File: config.mk
export PLATFORM = sky130hd
export DESIGN_NAME = key_latch8
export DESIGN_NICKNAME = d
export VERILOG_FILES = /design/src/rtl/key_latch8.sv
export SDC_FILE = /design/constraint.sdc
export NUM_CORES = 1
export LEC_CHECK = 0
export CORE_ASPECT_RATIO = 1.25
export CORE_MARGIN = 5
export CORE_UTILIZATION = 45
export CTS_BUF_LIST = sky130_fd_sc_hd__clkbuf_4
export DETAILED_ROUTE_END_ITERATION = 16
export GPL_TIMING_DRIVEN = 0
export PLACE_DENSITY = 0.61
export REMOVE_ABC_BUFFERS = 1
export SKIP_CTS_REPAIR_TIMING = 1
export SLEW_MARGIN = 10
export SYNTH_ARGS = -nofsm -noshare
export SYNTH_HDL_FRONTEND = slang
export SYNTH_SLANG_ARGS = --single-unit
export TNS_END_PERCENT = 30
File: constraint.sdc
create_clock -name iClk -period 2.5 [get_ports iClk]
set_input_delay 0.375 -clock iClk [delete_from_list [all_inputs] [get_ports iClk]]
set_output_delay 0.375 -clock iClk [all_outputs]
set_load 0.1 [all_outputs]
File: src/rtl/key_latch8.sv
`default_nettype none
// ============================================================================
// Module      : key_latch8
// Description : Eight-channel key front end for an 8-3 priority encoder.
//               Each raw key line is synchronised, debounced and
//               edge-detected. Every debounced press is latched until the
//               consumer clears it, so a short press cannot slip between
//               encoder samples. The latched set is presented active-low,
//               in the encoder's input format, with an active-low enable.
//
// Ports       : iClk    - clock, rising edge
//               iRst_n  - asynchronous active-low reset
//               iKey    - raw key lines, active-high, asynchronous to iClk
//               iClr    - synchronous clear of all latched presses
//               oData   - latched presses, active-low (0 = key latched)
//               oValid  - high while any key is latched
//               oEI     - active-low encoder enable (~oValid)
//
// Parameters  : DEBOUNCE_CYCLES - number of consecutive cycles the
//               synchronised input must differ from the debounced state
//               before that state follows it (legal range 2..255)
//
// Revision    : 1.0 - initial release
// ============================================================================
module key_latch8 #(
    parameter int unsigned DEBOUNCE_CYCLES = 4
) (
    input  logic       iClk,
    input  logic       iRst_n,
    input  logic [7:0] iKey,
    input  logic       iClr,
    output logic [7:0] oData,
    output logic       oValid,
    output logic       oEI
);

    // Terminal count of the per-channel debounce counter.
    localparam logic [7:0] c_CNT_LAST = 8'(DEBOUNCE_CYCLES - 1);

    logic [7:0] r_s1;       // first synchroniser stage
    logic [7:0] r_s2;       // second synchroniser stage
    logic [7:0] r_deb;      // debounced key state
    logic [7:0] r_deb_d;    // debounced state delayed one cycle
    logic [7:0] r_lat;      // latched presses, active-high
    logic [7:0] w_rise;     // debounced rising edge per channel

    // ------------------------------------------------------------------------
    // Two-flop synchroniser for the asynchronous key lines.
    // ------------------------------------------------------------------------
    always_ff @(posedge iClk or negedge iRst_n) begin
        if (!iRst_n) begin
            r_s1 <= 8'h00;
            r_s2 <= 8'h00;
        end else begin
            r_s1 <= iKey;
            r_s2 <= r_s1;
        end
    end

    // ------------------------------------------------------------------------
    // Per-channel debounce. The counter only advances while the synchronised
    // input disagrees with the debounced state; any agreeing cycle restarts
    // it, so isolated bounces never accumulate towards a transition.
    // ------------------------------------------------------------------------
    generate
        for (genvar gi = 0; gi < 8; gi++) begin : g_ch
            logic [7:0] r_cnt;

            always_ff @(posedge iClk or negedge iRst_n) begin
                if (!iRst_n) begin
                    r_cnt     <= 8'h00;
                    r_deb[gi] <= 1'b0;
                end else if (r_s2[gi] == r_deb[gi]) begin
                    r_cnt     <= 8'h00;
                end else if (r_cnt >= c_CNT_LAST) begin
                    // Disagreement has persisted long enough: accept it.
                    r_deb[gi] <= r_s2[gi];
                    r_cnt     <= 8'h00;
                end else begin
                    r_cnt     <= r_cnt + 8'h01;
                end
            end
        end
    endgenerate

    // ------------------------------------------------------------------------
    // Edge detect and press latch. A rise takes precedence over a clear on
    // the same edge so a press arriving during a clear is not lost. A key
    // held through a clear produces no new rise, so it stays cleared until
    // it is released and pressed again.
    // ------------------------------------------------------------------------
    assign w_rise = r_deb & ~r_deb_d;

    always_ff @(posedge iClk or negedge iRst_n) begin
        if (!iRst_n) begin
            r_deb_d <= 8'h00;
            r_lat   <= 8'h00;
        end else begin
            r_deb_d <= r_deb;
            r_lat   <= w_rise | (iClr ? 8'h00 : r_lat);
        end
    end

    // ------------------------------------------------------------------------
    // Encoder-facing outputs, purely from the latch register.
    // ------------------------------------------------------------------------
    assign oData  = ~r_lat;
    assign oValid = |r_lat;
    assign oEI    = ~oValid;

endmodule
`default_nettype wire

# Word level (Yosys, flattened, before mapping)
# Index checks and enable logic that the tools add are counted.
# W data, S select, Z words.
[classes]
add_sub_neg = 8
order_cmp = 8
eq_ne = 8
n_mux = 17
bitwise = 13
n_reduce_logical = 9
[ops]
columns = ["cell", "n"]
rows = [
  ["$mux W8", 17],
  ["$add A8 B1 Y8 const B", 8],
  ["$ge A8 B2 Y1 const B", 8],
  ["$not A8 Y8", 2],
  ["$reduce_and A2 Y1", 8],
  ["$not A1 Y1", 9],
  ["$and A8 B8 Y8", 1],
  ["$eq A1 B1 Y1", 8],
  ["$or A8 B8 Y8", 1],
  ["$reduce_or A8 Y1", 1],
]
[totals]
ff_bits = 104
inputBits = 11
out_inout_bits = 10
elab_cells = 83

# Longest topological paths before layout
# Gate-level depths: netlist (run 1).
[depth]
depth_word = 3
mapped_depth = 4
mapped_depth_nobuf = 4

# Worst setup path after synthesis (run 1)
# OpenSTA, ideal clock, no wires.
[synth_path]
path_type = "reg-to-output"
from = "register r_lat[6]"
to = "output oEI"
t_arrival_ps = 2086
required_time_ps = 2125
setup_slack_ps = 39
path_stages_with_launch = 4
n_path_buf = 0
path_cell_list = "dfrtp_1 nor4_1 nand2_1 inv_1"
[synth_via]
elab_chain_cells = 2
[synth_lines]
columns = ["element", "line_no", "text"]
rows = [
  ["from (decl)", "44", "logic [7:0] r_lat;"],
  ["from (signal assigned)", "100", "r_lat <= w_rise | (iClr ? 8'h00 : r_lat);"],
  ["$reduce_or A8 Y1", "108", "assign oValid = |r_lat;"],
  ["named net oValid", "33", "output logic oValid,"],
  ["$not A1 Y1", "109", "assign oEI = ~oValid;"],
  ["to (decl)", "34", "output logic oEI"],
]
# The timed path passes the listed nets, and every way through them passes these cells.

# Worst setup path after layout (run 1)
[layout_path]
from = "register r_lat[5]"
to = "output oData[5]"
[layout_via]
elab_chain_cells = 1
[layout_lines]
columns = ["element", "line_no", "text"]
rows = [
  ["$not A8 Y8", "107", "assign oData = ~r_lat;"],
  ["to (decl)", "32", "output logic [7:0] oData,"],
]
# Every way passes these cells.

==> reports/metrics.cfg, run 1 <==
[status]
outcome = complete, no violations

[detailed_routing]
dr.pass1.iters = 4
wire_per_inst_um = 10.2
via_count = 1634
vias_per_cell = 4.18
antenna_left = 0
drt-initial-drc-count = 37
drc = 0
drt_wl_total_um = 4010

[power]
p_per_area_nw_per_um2 = 727
ir_drop_mv = 0.367
p_leak_nw = 1.99

[timing]
timing.final.crit_share_pct = 96.1
rsz0062_at_grt = no
finalSetupTns_ns = 0
fin_crit_ns = 2.40
slew_headroom_pct = 34.8
tightest_slew_ns = 0.977
hold_viol = 0
fin_skew_ns = 0.0121
fmax_ghz = 0.416
setup_viol = 0
slew_violations = 0

[finish]
syn_to_final_growth_pct = 20.4
final_cell_mix = dfrtp_1, conb_1, inv_1
final_common_cell = dfrtp_1
final_core_util_pct = 55.7
nNetsFinal = 312
final_area_um2 = 4100
drive_gt1_share_pct = 13.4
stdcell_count = 391

[worst_setup_path]
worst-setup-path-type = register to primary output
worstPathMaxFanout = 2
end_kind = primary output
max_stage_delay_ns = 1.13
arrival_ns = 2.03
r2r_slack_ns = 1.11
cp-start-kind = register
slowest_stage = clkdlybuf4s50_1
worstPathRequired_ns = 2.12
path_cells = inv_1 > clkdlybuf4s50_1

[floorplanning]
rows = 35
dieWidth_um = 87.8
core_um2 = 7360
pin_count = 21
die-area_um2 = 9420
start_util_pct = 46.3
dieHeight_um = 107

[yosys]
synth-seq-area-share_pct = 76.4
netlist_area_um2 = 3400
syn_avg_cell_area_um2 = 15.9
synth_seq_cells = 104
yosys_warnings = 0
yosys.cell_types.count = 16
synthesis.instances = 214

[global_routing]
grt_start_max_net_pins = 68
grt_pass1_vias = 1769
overflow = 0
grt_pass1_wl_um = 7440
grt.total_usage_pct = 10.5
antenna_found_initial = 1

[cts]
cts_tree = built
clk_path_buf_depth = 2
root_buffer = clkbuf_4
cts_inserted_buffers = 9
clk_pin_slew_ns = 0.13
clock_sinks = 104
htree_levels = 3
clk_latency_ns = 0.42

[placed_design]
place_hpwl_um = 2690
placed_cell_area_um2 = 3920
placedCellCount = 373
portBuffers = 20
gp_congestion = 0.652

[flow_run]
cap_violations = 0

[worst_hold_path]
hold_path.class = register to register

-- logic make-up (layout without fill, tap and decap cells) --
family / count (synthesis) / count (layout) / share of synthesized area [%]
fa+ha+maj: 8 / 8 / 2.94
mux: 8 / 8 / 3.53
xor+xnor: 8 / 8 / 2.06
simple gates: 51 / 51 / 10.6
flops: 104 / 104 / 76.4
buf+inv: 26 / 63 / 2.87
compound gates: 8 / 8 / 1.47
other cells: 1 / 49 / 0.110
-- sequential cells by signal (all words and copies together), names as in the netlist --
name,count
g_ch.r_cnt,64
r_s1,8
r_deb_d,8
r_s2,8
r_deb,8
r_lat,8
-- cells in the mapped netlist --
master / number / area share (%)
nand3_1: 8 / 1.2
o22ai_1: 8 / 1.5
nor3_1: 8 / 1.2
nor4_2: 1 / 0.37
conb_1: 1 / 0.11
dfrtp_1: 104 / 76
nor2_1: 16 / 1.8
nand2_1: 4 / 0.44
clkbuf_1: 1 / 0.11
nand2_2: 5 / 0.92
nor4_1: 2 / 0.37
mux2_4: 8 / 3.5
xor2_1: 8 / 2.1
inv_1: 25 / 2.8
nor4_4: 7 / 4.4
ha_1: 8 / 2.9
-- worst max-delay path, delay by kind of cell, from the launching register on --
| family | cells | cell delay, ns |
|---|---|---|
| buffers and inverters | 2 | 1.21 |
| flip-flops | 1 | 0.40 |
-- layout make-up --
class	count	area (µm²)
diodes	1	2.50
clock buffers	11	82.6
clock inverters	5	81.3
fillers	588	3260
inverters	25	93.8
multi-input cells	131	881
flip-flops and latches	104	2600
well taps	92	115
repair buffers	22	240
-- power breakdown --
part           switching [mW]  internal (mW)  total (mW)
Sequential             0.0461           1.76        1.81
Clock                   0.497          0.429       0.926
Combinational           0.170         0.0735       0.244
-- worst paths after layout --
kind / cells after the start / startpoint / to
worst max-delay path: 2 / r_lat[5]$_DFF_PN0_ / oData[5]
worst min-delay path: 0 / r_s1[1]$_DFF_PN0_ / r_s2[1]$_DFF_PN0_
worst max register to register: 4 / g_ch[1].r_cnt[0]$_DFF_PN0_ / r_deb[1]$_DFFE_PN0P_
worst min register to register: 0 / r_s1[1]$_DFF_PN0_ / r_s2[1]$_DFF_PN0_
max in group asynchronous: 3 / iRst_n / r_deb[5]$_DFFE_PN0P_
min in group asynchronous: 2 / iRst_n / g_ch[7].r_cnt[7]$_DFF_PN0_
-- metrics by stage --
stage | hold slack [ns] | setup WS [ns] | power, mW
global placement | 0.334 | -2.64 | 2.08
detailed placement | 0.335 | 0.203 | 2.09
CTS | -0.119 | -0.289 | 3.03
floorplan | 0.0794 | 0.0389 | 1.99
finish | 0.363 | 0.0986 | 2.98
global route | 0.330 | 0.00255 | 3.11
-- layer usage --
metal,GRT usage [%],up-vias,routed length [µm]
met2,17.2,26,1940
met5,0,-,0
li1,-,807,-
met4,7.57,0,150
met1,11.7,790,1720
met3,2.46,11,192
Note: power is estimated with default switching activity, not from simulation.
==> run 2, diff against run 1 <==
--- a/config.mk
+++ b/config.mk
@@ -11,6 +11,7 @@
 export CTS_BUF_LIST = sky130_fd_sc_hd__clkbuf_4
 export DETAILED_ROUTE_END_ITERATION = 16
 export GPL_TIMING_DRIVEN = 0
+export MAX_ROUTING_LAYER = met4
 export PLACE_DENSITY = 0.61
 export REMOVE_ABC_BUFFERS = 1
 export SKIP_CTS_REPAIR_TIMING = 1
==> constraint.sdc (replaced) <==
create_clock -name iClk -period 2.3 [get_ports iClk]
set_input_delay 0.345 -clock iClk [delete_from_list [all_inputs] [get_ports iClk]]
set_output_delay 0.345 -clock iClk [all_outputs]
set_load 0.1 [all_outputs]
==> reports/metrics.cfg, run 2 (synthesized netlist as in run 1, its figures left out) <==
[global_routing]
grt_pass1_vias = 1767
grt_start_max_net_pins = 68
antenna_found_initial = 1
overflow = 0
grt_pass1_wl_um = 7470
grt.total_usage_pct = 10.8

[power]
p_per_area_nw_per_um2 = 787
p_leak_nw = 2.03
swShare_pct = 24.0
power_mw = 3.24
power_frac_clock_pct = 31.1
power_switching_mw = 0.776
ir_drop_mv = 0.398
power_frac_comb_pct = 8.2
power.share.sequential_pct = 60.7
intPower_mw = 2.46

[cts]
clk_latency_ns = 0.42
cts_tree = built
clk_pin_slew_ns = 0.14
clk_path_buf_depth = 2
root_buffer = clkbuf_4
htree_levels = 3
cts_inserted_buffers = 9
clock_sinks = 104

[timing]
tightest_slew_ns = 0.977
slew_headroom_pct = 34.8
fin_skew_ns = 0.0122
timing.final.crit_share_pct = 88.4
fin_crit_ns = 2.03
setup_viol = 0
rsz0062_at_grt = no
fmax_ghz = 0.492
hold_viol = 0
worst_slack_ns = 0.267
slew_violations = 0

[floorplanning]
die-area_um2 = 9420
core_um2 = 7360
pin_count = 21
rows = 35
dieWidth_um = 87.8
start_util_pct = 46.3
dieHeight_um = 107

[worst_setup_path]
worstPathMaxFanout = 2
slowest_stage = clkbuf_2
path_cells = nor4_1 > nand2_1 > inv_1 > clkbuf_2
end_kind = primary output
max_stage_delay_ns = 0.44
cp-start-kind = register
worst-setup-path-type = register to primary output
worstPathRequired_ns = 1.96
arrival_ns = 1.69

[finish]
final_area_um2 = 4110
top_register = g_ch.r_cnt
nNetsFinal = 312
final_common_cell = dfrtp_1
largest_reg_flops = 64
drive_gt1_share_pct = 13.4
final_cell_mix = dfrtp_1, conb_1, inv_1
syn_to_final_growth_pct = 20.8

[placed_design]
portBuffers = 20
placed_cell_area_um2 = 3920
place_hpwl_um = 2690
pre_cts_ws_ns = 0.0332
gp_congestion = 0.657

[detailed_routing]
via_count = 1634
drt-initial-drc-count = 41
drt_wl_total_um = 4030
antenna_left = 0
wire_per_inst_um = 10.3
vias_per_cell = 4.18
drc = 0
dr.pass1.iters = 4

[worst_hold_path]
hold_path.class = input port to register

[status]
outcome = complete, no violations

[flow_run]
cap_violations = 0

run 2: cell types whose count changed in the layout (fill, tap and decap cells not counted), sizes merged:
cell           change
dlymetal6s2s       +5
clkdlybuf4s50      -5
run 2: per-stage QoR:
stage                     std cells  utilization (%)  hold slack (ns)  TNS (ns)
after floorplan                 260                -           0.0494    -0.131
after global placement          372             52.9            0.334   -291.01
after detailed placement        373             53.2            0.335         0
after CTS                       389             55.5           -0.149     -1.69
after global routing            391             55.9            0.294         0
final                           391             55.9            0.341         0
run 2: area by class of cell:
class / instances / area [µm²]
Fill cell: 588 / 3250
Sequential cell: 104 / 2600
Multi-Input combinational cell: 131 / 881
Timing Repair Buffer: 22 / 253
Tap cell: 92 / 115
Inverter: 25 / 93.8
Clock buffer: 11 / 82.6
Clock inverter: 5 / 81.3
Antenna cell: 1 / 2.50
run 2: power groups by stage:
stage | clock network [mW] | logic, mW | registers (mW)
2_1_floorplan | 0 | 0.173 | 1.99
3_3_place_gp | 0 | 0.261 | 2.00
3_5_place_dp | 0 | 0.269 | 2.00
4_1_cts | 1.06 | 0.270 | 1.97
5_1_grt | 1.11 | 0.292 | 1.98
6_report | 1.01 | 0.264 | 1.97
run 2: final timing paths:
path / startpoint / to / slack [ns] / cells past startpoint
worst max-delay path: r_lat[2]$_DFF_PN0_ / oEI / 0.27 / 4
worst min-delay path: iKey[3] / r_s1[3]$_DFF_PN0_ / 0.34 / 1
worst max register to register: g_ch[1].r_cnt[0]$_DFF_PN0_ / r_deb[1]$_DFFE_PN0P_ / 0.90 / 4
worst min register to register: r_s1[1]$_DFF_PN0_ / r_s2[1]$_DFF_PN0_ / 0.36 / 0
max in group asynchronous: iRst_n / r_deb[5]$_DFFE_PN0P_ / 1.23 / 3
min in group asynchronous: iRst_n / g_ch[7].r_cnt[7]$_DFF_PN0_ / 0.41 / 2
run 2: metal layers:
metal  vias up  track usage [%]  part of all wire (%)
met5         -                -                     0
met3        11             2.38                   4.8
li1        806                -                     -
met1       791             11.9                    43
met2        26             17.2                    48
met4         0             7.57                   3.7
run 2: critical path: cells and delay by family (launching register included):
| kind | cells | cell delay [ns] |
|---|---|---|
| flip-flops | 1 | 0.41 |
| AND/OR/NAND/NOR | 2 | 0.37 |
| buffers and inverters | 2 | 0.50 |
